[src/rtl/forward_scoreboard_pkg.sv]
// forward_scoreboard_pkg
//   Shared types and helpers for the forwarding scoreboard.
//   - stage_ent_t : one in-flight result stage {valid, rd, wr, load}
//   - sel_w()     : width of a forwarding select for a given stage depth
//   - FWD_RF      : select value meaning "read the register file"
package forward_scoreboard_pkg;

  // rd is stored at a fixed maximum width so the struct can live in a
  // package; modules resize their REG_W-wide addresses into it (REG_W <= 8).
  localparam int RD_W_MAX = 8;
  typedef logic [RD_W_MAX-1:0] rd_t;

  typedef struct packed {
    logic valid;
    rd_t  rd;
    logic wr;
    logic load;
  } stage_ent_t;

  localparam int FWD_RF = 0;

  function automatic int sel_w(input int depth);
    return $clog2(depth + 1);
  endfunction

  // An entry can supply or block an operand only if it really writes a
  // non-zero-register destination.
  function automatic logic ent_live(input stage_ent_t e, input rd_t zero_reg);
    return e.valid && e.wr && (e.rd != zero_reg);
  endfunction

endpackage

[src/rtl/forward_scoreboard_fwd_match.sv]
// fwd_match
//   Youngest-match priority search for one source operand.
//   Ports:
//     ent_i       : all tracked stage entries (index 0 = youngest)
//     addr_i      : source register address
//     used_i      : operand is actually read
//     sel_o       : 0 = register file, k+1 = forward from stage k
//     load_hit0_o : youngest match is a load still in stage 0 (load-use)
module fwd_match
  import forward_scoreboard_pkg::*;
#(
  parameter int REG_W    = 5,
  parameter int DEPTH    = 2,
  parameter int ZERO_REG = 31,
  parameter int SEL_W    = sel_w(DEPTH)
) (
  input  stage_ent_t [DEPTH-1:0] ent_i,
  input  logic [REG_W-1:0]       addr_i,
  input  logic                   used_i,
  output logic [SEL_W-1:0]       sel_o,
  output logic                   load_hit0_o
);

  rd_t addr;
  assign addr = rd_t'(addr_i);

  // Walk oldest to youngest so the youngest match is the one left standing.
  always_comb begin
    sel_o       = SEL_W'(FWD_RF);
    load_hit0_o = 1'b0;
    if (used_i && (addr != rd_t'(ZERO_REG))) begin
      for (int k = DEPTH - 1; k >= 0; k--) begin
        if (ent_live(ent_i[k], rd_t'(ZERO_REG)) && (ent_i[k].rd == addr)) begin
          // A load in stage 0 has no result yet: read nothing, stall instead.
          if (k == 0 && ent_i[k].load) begin
            sel_o       = SEL_W'(FWD_RF);
            load_hit0_o = 1'b1;
          end else begin
            sel_o       = SEL_W'(k + 1);
            load_hit0_o = 1'b0;
          end
        end
      end
    end
  end

endmodule

[src/rtl/forward_scoreboard.sv]
// forward_scoreboard
//   Tracks destination registers of in-flight instructions and steers each
//   decode source operand to the register file or a forwarding stage.
//   Detects load-use hazards and stalls decode for one cycle.
//   Ports:
//     clk, reset           : clock, synchronous active-high reset
//     issue_valid/rd/wr/load: decode instruction's destination info
//     src_addr, src_used   : NSRC source addresses and read qualifiers
//     flush                : drop all tracked entries
//     fwd_sel              : per-source select (0 = RF, k+1 = stage k)
//     stall                : hold decode, insert bubble
//     stall_count          : saturating count of stall cycles
module forward_scoreboard
  import forward_scoreboard_pkg::*;
#(
  parameter int          REG_W     = 5,
  parameter int          DEPTH     = 2,
  parameter int          NSRC      = 3,
  parameter int          ZERO_REG  = 31,
  parameter logic [15:0] STALL_SAT = 16'hFFFF,
  localparam int         SEL_W     = sel_w(DEPTH)
) (
  input  logic                       clk,
  input  logic                       reset,
  input  logic                       issue_valid,
  input  logic [REG_W-1:0]           issue_rd,
  input  logic                       issue_wr,
  input  logic                       issue_load,
  input  logic [NSRC-1:0][REG_W-1:0] src_addr,
  input  logic [NSRC-1:0]            src_used,
  input  logic                       flush,
  output logic [NSRC-1:0][SEL_W-1:0] fwd_sel,
  output logic                       stall,
  output logic [15:0]                stall_count
);

  stage_ent_t [DEPTH-1:0] ent_q, ent_d;
  logic [15:0]            cnt_q, cnt_d;
  logic [NSRC-1:0]        load_hit;

  for (genvar i = 0; i < NSRC; i++) begin : g_src
    fwd_match #(
      .REG_W   (REG_W),
      .DEPTH   (DEPTH),
      .ZERO_REG(ZERO_REG),
      .SEL_W   (SEL_W)
    ) u_match (
      .ent_i      (ent_q),
      .addr_i     (src_addr[i]),
      .used_i     (src_used[i]),
      .sel_o      (fwd_sel[i]),
      .load_hit0_o(load_hit[i])
    );
  end

  // Flush and reset both kill the hazard in the cycle they are asserted.
  assign stall = !reset && !flush && issue_valid && (|load_hit);

  always_comb begin
    ent_d = ent_q;
    if (flush) begin
      ent_d = '0;
    end else begin
      for (int k = DEPTH - 1; k >= 1; k--) ent_d[k] = ent_q[k-1];
      ent_d[0] = '0;
      if (!stall) begin
        ent_d[0].valid = issue_valid;
        ent_d[0].rd    = rd_t'(issue_rd);
        ent_d[0].wr    = issue_wr;
        ent_d[0].load  = issue_load;
      end
    end
  end

  always_comb begin
    cnt_d = cnt_q;
    if (stall && (cnt_q != STALL_SAT)) cnt_d = cnt_q + 16'd1;
  end

  always_ff @(posedge clk) begin
    if (reset) begin
      ent_q <= '0;
      cnt_q <= '0;
    end else begin
      ent_q <= ent_d;
      cnt_q <= cnt_d;
    end
  end

  assign stall_count = cnt_q;

endmodule

[config.mk]
export PLATFORM = sky130hd
export DESIGN_NAME = forward_scoreboard
export DESIGN_NICKNAME = d
export VERILOG_FILES = /design/src/rtl/forward_scoreboard_pkg.sv /design/src/rtl/forward_scoreboard_fwd_match.sv /design/src/rtl/forward_scoreboard.sv
export SDC_FILE = /design/constraint.sdc
export NUM_CORES = 1
export LEC_CHECK = 0
export ABC_AREA = 0
export ABC_CLOCK_PERIOD_IN_PS = 5200
export BUFFER_PORTS_ARGS = -buffer_cell sky130_fd_sc_hd__buf_4
export CORE_ASPECT_RATIO = 0.75
export CORE_MARGIN = 2
export CORE_UTILIZATION = 55
export DETAILED_ROUTE_END_ITERATION = 12
export GPL_TIMING_DRIVEN = 1
export HOLD_SLACK_MARGIN = 0.02
export PLACE_DENSITY = 0.94
export SLEW_MARGIN = 10
export SYNTH_ARGS = -nofsm -noshare
export SYNTH_HDL_FRONTEND = slang
export SYNTH_SLANG_ARGS = --single-unit
[constraint.sdc]
create_clock -name clk -period 5.2 [get_ports clk]
set_input_delay 0.26 -clock clk [delete_from_list [all_inputs] [get_ports clk]]
set_output_delay 0.26 -clock clk [all_outputs]
set_load 0.01 [all_outputs]
# Word level (Yosys, flattened, before mapping)
# Cells that the tools add are included.
# op_classes
n_reduce_logical	22
n_mux	17
n_eq_ne	12
n_addsub	1
# op_table
op	count
== test 8 x 5 -> 1 bit	6
2-to-1 mux 2 bit	9
logical AND 1 bit	17
adder 16 x 1 -> 16 bit, second input constant	1
inequality test 16 bit, second input constant	1
inequality test 8 x 5 -> 1 bit, second input constant	2
inequality test 5 bit, second input constant	3
2-to-1 mux 1 bit	8
OR reduction 3 bit	2
logical NOT 1 bit	2
OR reduction 2 bit	1
# totals
reg_bits	37
out_inout_bits	23
in_bits	29

# Logic depth before layout (Yosys ltp)
# Gate-level depths: netlist (run 1).
# depth
word_depth	8
ltp_mapped	7

# Hierarchy
# Synthesis (run 1) repeated with hierarchy kept, for this count alone.
# unflattened
hier_cells	227
hier_area_um2	1949.4
# modules_own_cells
module	seq_area_each_um2	n_inst	area_per_inst_um2	cells_each
forward_scoreboard	640.6	1	1337.5	137
fwd_match	0.0	3	203.9	30

# Worst setup path before layout (run 1)
# No wires, ideal clock.
# synth_timing
path_kind	register to register
from	register cnt_q[0] (netlist: stall_count[0])
to	register cnt_q[13] (netlist: stall_count[13])
setup_time_ps	123
t_required_ps	5077
setup_slack_ps	3248
arrival_ps	1828
synth_period_minus_slack_ps	1952
n_path_buf	0
path_stages_with_launch	7
cell_sequence	dfxtp_1 > ha_1 > and3_1 > a21boi_0 > o31ai_4 > nor4_1 > mux2_1
# synth_between
elab_chain_cells	2
# synth_rtl
element	line_no	text
start, declared	forward_scoreboard.sv:38	logic [15:0] cnt_q, cnt_d;
start signal, assigned	forward_scoreboard.sv:86	cnt_q <= cnt_d;
parallel branches: the longest is 2 deep, another holds adder 16 x 1 -> 16 bit	-	
# Parallel ways; which one is timed is not known.
# A chain may end at the register's enable or synchronous reset.

# Worst setup path after layout (run 1)
# layout_timing
from	register ent_q[3] in the netlist's numbering
to	output stall
# layout_between
elab_chain_cells	7
# layout_rtl
element	line_no	text
start, declared	forward_scoreboard.sv:37	stage_ent_t [DEPTH-1:0] ent_q, ent_d;
start signal, assigned	forward_scoreboard.sv:85	ent_q <= ent_d;
inequality test 8 x 5 -> 1 bit	forward_scoreboard_pkg.sv:29	return e.valid && e.wr && (e.rd != zero_reg);
logical AND 1 bit	forward_scoreboard_pkg.sv:29	
logical AND 1 bit	forward_scoreboard_fwd_match.sv:33	if (ent_live(ent_i[k], rd_t'(ZERO_REG)) && (ent_i[k].rd == addr)) begin
2-to-1 mux 1 bit	forward_scoreboard_fwd_match.sv:33	
2-to-1 mux 1 bit	forward_scoreboard_fwd_match.sv:31	if (used_i && (addr != rd_t'(ZERO_REG))) begin
OR reduction 3 bit *	forward_scoreboard.sv:57	assign stall = !reset && !flush && issue_valid && (|load_hit);
logical AND 1 bit *	forward_scoreboard.sv:57	
end, declared	forward_scoreboard.sv:33	output logic stall,
# Mark *: on every way between the ends. The rest lies on a longest branch, timed or not.

==> results.py, run 1 <==
metrics = {
    "clock_tree": {
        "htreeDepth": 2,
        "cts-resized-gates": 0,
        "cts_inserted_buffers": 5,
        "ctsLongestPathBuffers": 2,
        "clk_pin_slew_ns": 0.07,
        "root_buffer": "clkbuf_8",
        "clk_latency_ns": 0.28,
        "cts_tree": "built",
        "clock-sinks": 31,
        "cts_hold_buf": 0,
        "cts_setup_buffers": 0,
    },
    "floorplan": {
        "core-area_um2": 3020,
        "initial_utilization_pct": 59.57,
        "rows": 17,
        "io_pins": 52,
        "die_y_um": 53.53,
        "die-width_um": 70.05,
        "die_area_um2": 3750,
    },
    "worst_setup_path": {
        "required_ns": 4.94,
        "rrSetupSlack_ns": 2.88,
        "crit_fanout": 11,
        "path_class": "reg -> out",
        "cp.arrival_ns": 2.25,
        "end_kind": "primary output",
        "critical_path.startpoint_type": "flop",
    },
    "yosys": {
        "ys_seq_elements": 31,
        "synth_top_cell_area_share_pct": 34.49,
        "syn-mean-instance-area_um2": 8.650,
        "synth_nets": 238,
        "postSynthCellCount": 208,
        "ys_dominant_reg_cell": "dfxtp_1",
        "synthArstFlopShare_pct": 0,
        "ys_warn_count": 0,
        "synth_edf_count": 0,
        "synth_cell_types": 38,
        "synthTopCellsByArea": "dfxtp_1 34%, xor2_1 8.3%, xnor2_1 6.8%",
        "synth.cell_area_um2": 1799,
        "synth_area_leader_cell": "dfxtp_1",
        "yosysSeqAreaShare_pct": 34.49,
    },
    "timing": {
        "fin_tns_setup_ns": 0,
        "finClkSkew_ns": 0.006051,
        "worst_pin_slew_ns": 0.6700,
        "max-slew-margin-rel_pct": 55.06,
        "rsz0062_at_grt": "false",
        "fmax_mhz": 399.1,
        "hold_viol_final": 0,
        "finalSetupViolCount": 0,
        "fin_crit_sh_pct": 48.19,
        "drv_slew": 0,
        "period_minus_slack_ns": 2.506,
        "setup_ws_ns": 2.694,
        "fin_hold_ws_ns": 0.2022,
    },
    "power": {
        "pwr-share-clk_pct": 37.6,
        "irDropWorstVdd_v": 0.0002280,
        "p_int_uw": 362.4,
        "seqPwrFrac_pct": 51.4,
        "p_sw_share_pct": 24.37,
        "p_leak_uw": 0.0009678,
        "p_sw_uw": 116.8,
        "power_density_nw_per_um2": 210.1,
        "comb_power_share_pct": 10.9,
    },
    "detailed_routing": {
        "drc": 0,
        "wl_per_cell_um": 14.72,
        "postRouteWirelength_um": 4416,
        "vias": 1774,
        "drt_iter0_markers": 79,
        "drt-pass1-iter-count": 4,
        "antenna_left": 0,
        "via_per_inst": 5.913,
    },
    "placement": {
        "dpl.hpwl_um": 3450,
        "io_buffers": 51,
        "gp_congestion": 0.8725,
        "dp.cells": 292,
        "dpl_cell_area_um2": 2196,
        "pre_cts_ws_ns": 2.604,
    },
    "layout": {
        "area_delta_synth_final_pct": 26.77,
        "diodes": 0,
        "regArea_um2": 620.6,
        "final_area_um2": 2281,
        "final_common_cell": "buf_4",
        "final_cells": 300,
        "drive_gt1_share_pct": 25.19,
        "final_cell_mix": "51 x buf_4, 31 x dfxtp_1, 17 x xor2_1, 15 x nand3_1, 15 x and3_1",
        "finalNetCount": 291,
        "multiInputGateArea_um2": 1126,
        "fill_cells": 212,
    },
    "global_routing": {
        "antenna_found_initial": 0,
        "grt_pass1_vias": 1511,
        "grt_pass1_wl_um": 7031,
        "grt_max_degree": 21,
        "grt_overflow": 0,
        "grt_usage_pct": 24.25,
    },
    "hold_path": {
        "hold_class": "in -> reg",
    },
    "flow_run": {
        "maxCapViolCount": 0,
    },
    "status": {
        "outcome": "complete, no violations",
    },
}
[metal layers]
metal | part of all wire, % | global-route usage (%)
met5 | 0 | 0
met4 | 0.91 | 7.692
met3 | 6.9 | 4.869
met2 | 46 | 38.41
met1 | 47 | 33.87
[worst max-delay path, stage by stage (launching register included)]
cell	delay, ns
dfxtp_1	0.49
nand3_1	0.16
o211ai_2	0.32
nor4_4	0.10
o31ai_2	0.64
inv_1	0.08
buf_4	0.16
[worst paths after layout]
check	startpoint	to	cells past startpoint
setup / recovery	ent_q[3]$_SDFF_PP0_	stall	6
hold / removal	issue_load	ent_q[0]$_SDFF_PP0_	2
setup reg to reg	ent_q[3]$_SDFF_PP0_	stall_count[13]$_SDFFE_PP0P_	6
hold reg to reg	stall_count[4]$_SDFFE_PP0P_	stall_count[4]$_SDFFE_PP0P_	2
[power by group through the flow]
stage                     combinational (µW)  clock, µW  sequential [µW]
after global placement                  49.3          0              251
after detailed placement                52.3          0              251
after global routing                    56.7        194              247
final                                   52.5        180              246
after floorplan                         26.4          0              250
after CTS                               52.2        182              246
[synth_stat cells (all sizes together) (6+ instances only)]
cell type,number
nand3,15
o21ai,9
and2,10
nor2b,6
and3,15
nor2,12
dfxtp,31
or3,8
nand2,9
xnor2,14
a21oi,10
xor2,17
nor3,11
nand4,6
[layout make-up]
| type | instances | share of cell area (%) |
|---|---|---|
| clock buffer | 6 | 3.182 |
| timing repair buffer | 51 | 16.79 |
| sequential | 31 | 27.21 |
| inverter | 5 | 0.8228 |
| clock inverter | 2 | 0.5485 |
| tap | 38 | 2.084 |
| multi-input combinational | 167 | 49.37 |
[flip-flops by register name, indices dropped and copies added (netlist names)]
signal       count
ent_q           15
stall_count     16
[cells by family after synthesis]
logic type / count (synthesis) / share of synthesized area, %
buffers and inverters: 10 / 2.921
xor gates and xnor gates: 31 / 15.09
adders and majority gates: 1 / 0.6953
AOI/OAI and AO/OA: 30 / 11.33
DFF: 31 / 34.49
muxes: 4 / 2.434
and+or+nand+nor: 101 / 33.03
[stage by stage]
| step | utilization [%] | total power, µW |
|---|---|---|
| 2_1_floorplan | - | 276.1 |
| 3_3_place_gp | 72.70 | 300.6 |
| 3_5_place_dp | 72.70 | 303.8 |
| 4_1_cts | 75.52 | 480.3 |
| 5_1_grt | 75.52 | 497.6 |
| 6_report | 75.52 | 479.2 |
No activity file was read; power rests on OpenSTA's default activity.
==> inputs of run 2 (changes only) <==
--- a/config.mk
+++ b/config.mk
@@ -6,15 +6,15 @@
 export NUM_CORES = 1
 export LEC_CHECK = 0
 export ABC_AREA = 0
-export ABC_CLOCK_PERIOD_IN_PS = 5200
+export ABC_CLOCK_PERIOD_IN_PS = 2350
 export BUFFER_PORTS_ARGS = -buffer_cell sky130_fd_sc_hd__buf_4
 export CORE_ASPECT_RATIO = 0.75
 export CORE_MARGIN = 2
-export CORE_UTILIZATION = 55
+export CORE_UTILIZATION = 51
 export DETAILED_ROUTE_END_ITERATION = 12
 export GPL_TIMING_DRIVEN = 1
 export HOLD_SLACK_MARGIN = 0.02
-export PLACE_DENSITY = 0.94
+export PLACE_DENSITY = 0.89
 export SLEW_MARGIN = 10
 export SYNTH_ARGS = -nofsm -noshare
 export SYNTH_HDL_FRONTEND = slang
==> constraint.sdc (replaced) <==
create_clock -name clk -period 2.35 [get_ports clk]
set_input_delay 0.1175 -clock clk [delete_from_list [all_inputs] [get_ports clk]]
set_output_delay 0.1175 -clock clk [all_outputs]
set_load 0.01 [all_outputs]
==> run 2 against run 1 <==
  * Cell count rose by 2.0%
  * Via count fell by 2.9%
  * Clock skew rose by 0.00062 ns
  * Final area rose by 3.0%
  * First-iteration DRC count rose to 2.5 times the previous value
  * Register-to-register slack got worse by 2.8 ns
  * Combinational power rose by 120%
  * Routed wire length rose by 3.2%
  * Sequential cell count did not move
  * Clock power rose to 2.5 times the previous value
  * Sequential power rose by 120%
  * Worst setup slack got worse by 2.6 ns
  * Critical path type is now reg -> reg
==> results.py, run 2 (same netlist as run 1, synthesis figures left out) <==
metrics = {
    "detailed_routing": {
        "vias": 1722,
        "via_per_inst": 5.627,
        "antenna_left": 0,
        "drt_iter0_markers": 200,
        "drt-pass1-iter-count": 4,
        "wl_per_cell_um": 14.90,
        "postRouteWirelength_um": 4558,
        "drc": 0,
    },
    "worst_setup_path": {
        "path_class": "reg -> reg",
        "r2r_cells": 7,
        "slowest_stage": "dfxtp_1",
        "worstReg2RegEnd": "stall_count[5]$_SDFFE_PP0P_",
        "end_kind": "flop",
        "path_delay_family": "simple AND/OR/NAND/NOR gates",
        "required_ns": 2.55,
        "cp.arrival_ns": 2.43,
        "crit_fanout": 12,
        "critPathMaxStageDelay_ns": 0.47,
        "path_cells": "xnor2_1, nand4_1, nor4b_4, o31ai_4, buf_4, or3_1, a21oi_1",
        "rrSetupSlack_ns": 0.13,
        "reg2reg_from": "ent_q[5]$_SDFF_PP0_",
        "worst-path-buf-inv": 1,
        "critical_path.startpoint_type": "flop",
    },
    "placement": {
        "io_buffers": 51,
        "dpl.hpwl_um": 3391,
        "pre_cts_ws_ns": 0.1618,
        "dpl_cell_area_um2": 2221,
        "gp_congestion": 0.8332,
    },
    "floorplan": {
        "rows": 18,
        "initial_utilization_pct": 53.98,
        "die_area_um2": 4024,
        "die_y_um": 55.44,
        "die-width_um": 72.59,
        "core-area_um2": 3333,
        "io_pins": 52,
    },
    "power": {
        "power_uw": 1116,
        "power_density_nw_per_um2": 475.1,
        "irDropWorstVdd_v": 0.0003739,
        "p_leak_uw": 0.001003,
    },
    "timing": {
        "drv_slew": 0,
        "fin_tns_setup_ns": 0,
        "finClkSkew_ns": 0.006669,
        "max-slew-margin-rel_pct": 69.24,
        "fmax_mhz": 449.7,
        "setup_ws_ns": 0.1261,
        "period_minus_slack_ns": 2.224,
        "fin_crit_sh_pct": 94.63,
        "rsz0062_at_grt": "false",
        "finalSetupViolCount": 0,
        "hold_viol_final": 0,
        "worst_pin_slew_ns": 0.4566,
    },
    "layout": {
        "final_cell_mix": "54 x buf_4, 31 x dfxtp_1, 17 x xor2_1, 15 x nand3_1, 15 x and3_1",
        "drive_gt1_share_pct": 26.32,
        "diodes": 0,
        "final_common_cell": "buf_4",
        "final_area_um2": 2350,
        "area_delta_synth_final_pct": 30.60,
        "largest_reg_flops": 16,
        "finalNetCount": 295,
    },
    "clock_tree": {
        "clock-sinks": 31,
        "cts_hold_buf": 0,
        "clk_latency_ns": 0.28,
        "cts_inserted_buffers": 5,
        "ctsLongestPathBuffers": 2,
        "clk_pin_slew_ns": 0.06,
        "htreeDepth": 2,
        "cts_tree": "built",
        "root_buffer": "clkbuf_8",
    },
    "global_routing": {
        "grt_max_degree": 21,
        "grt_pass1_vias": 1515,
        "antenna_found_initial": 0,
        "grt_usage_pct": 23.70,
        "grt_pass1_wl_um": 7493,
        "grt_overflow": 0,
    },
    "hold_path": {
        "hold_class": "in -> reg",
        "worstHoldStart": "issue_load",
        "hold_path_end": "ent_q[0]$_SDFF_PP0_",
        "holdPathStages": 2,
    },
    "flow_run": {
        "maxCapViolCount": 0,
    },
    "status": {
        "outcome": "complete, no violations",
    },
}
## run 2: worst register-to-register path, stage by stage, from the launching register on
cell and delay [ns]:
dfxtp_1 0.47, xnor2_1 0.20, nand4_1 0.17, nor4b_4 0.43
o31ai_4 0.13, buf_4 0.21, or3_1 0.36, a21oi_1 0.17
## run 2: worst max-delay path by stage
stage	cells after the start	to	from
after CTS	6	stall	ent_q[3]$_SDFF_PP0_
after global placement	6	stall_count[6]$_SDFFE_PP0P_	ent_q[3]$_SDFF_PP0_
after detailed placement	6	stall_count[6]$_SDFFE_PP0P_	ent_q[3]$_SDFF_PP0_
after floorplan	6	stall_count[13]$_SDFFE_PP0P_	stall_count[0]$_SDFFE_PP0P_
after global routing	6	stall	ent_q[2]$_SDFF_PP0_
final	7	stall_count[5]$_SDFFE_PP0P_	ent_q[5]$_SDFF_PP0_
## run 2: final cells by class
type / instances / area (µm²)
timing repair buffer: 55 / 425.4
clock buffer: 8 / 100.1
multi-input combinational: 167 / 1135
sequential: 31 / 620.6
tap: 40 / 50.05
inverter: 5 / 18.77
fill: 262 / 983.4
## run 2: power breakdown
group          switching [µW]  internal [µW]  total [µW]
registers                12.0            533         545
logic                    54.7           63.8         118
clock network             186            267         453
total                     253            864        1120
## run 2: layer usage
metal | global-route usage, % | up-vias | routed length (µm)
met2 | 31.43 | 92 | 1891
met1 | 37.64 | 764 | 2202
met3 | 4.745 | 8 | 409
met5 | 0 | - | 0
li1 | - | 858 | -
met4 | 7.143 | 0 | 55
## run 2: metrics by stage
| stage | cells | hold WS [ns] | util (%) |
|---|---|---|---|
| floorplan | 208 | 0.2634 | - |
| global placement | 297 | 0.3455 | 66.63 |
| detailed placement | 297 | 0.3452 | 66.63 |
| CTS | 305 | 0.05690 | 69.89 |
| global route | 306 | 0.06070 | 70.50 |
| finish | 306 | 0.06140 | 70.50 |
## run 2: what timing repair did
action / CTS / global route
setup buffers: 0 / 1
pin swaps: 0 / 2
gates resized for setup: 1 / 0
setup endpoints to repair: 1 / 2
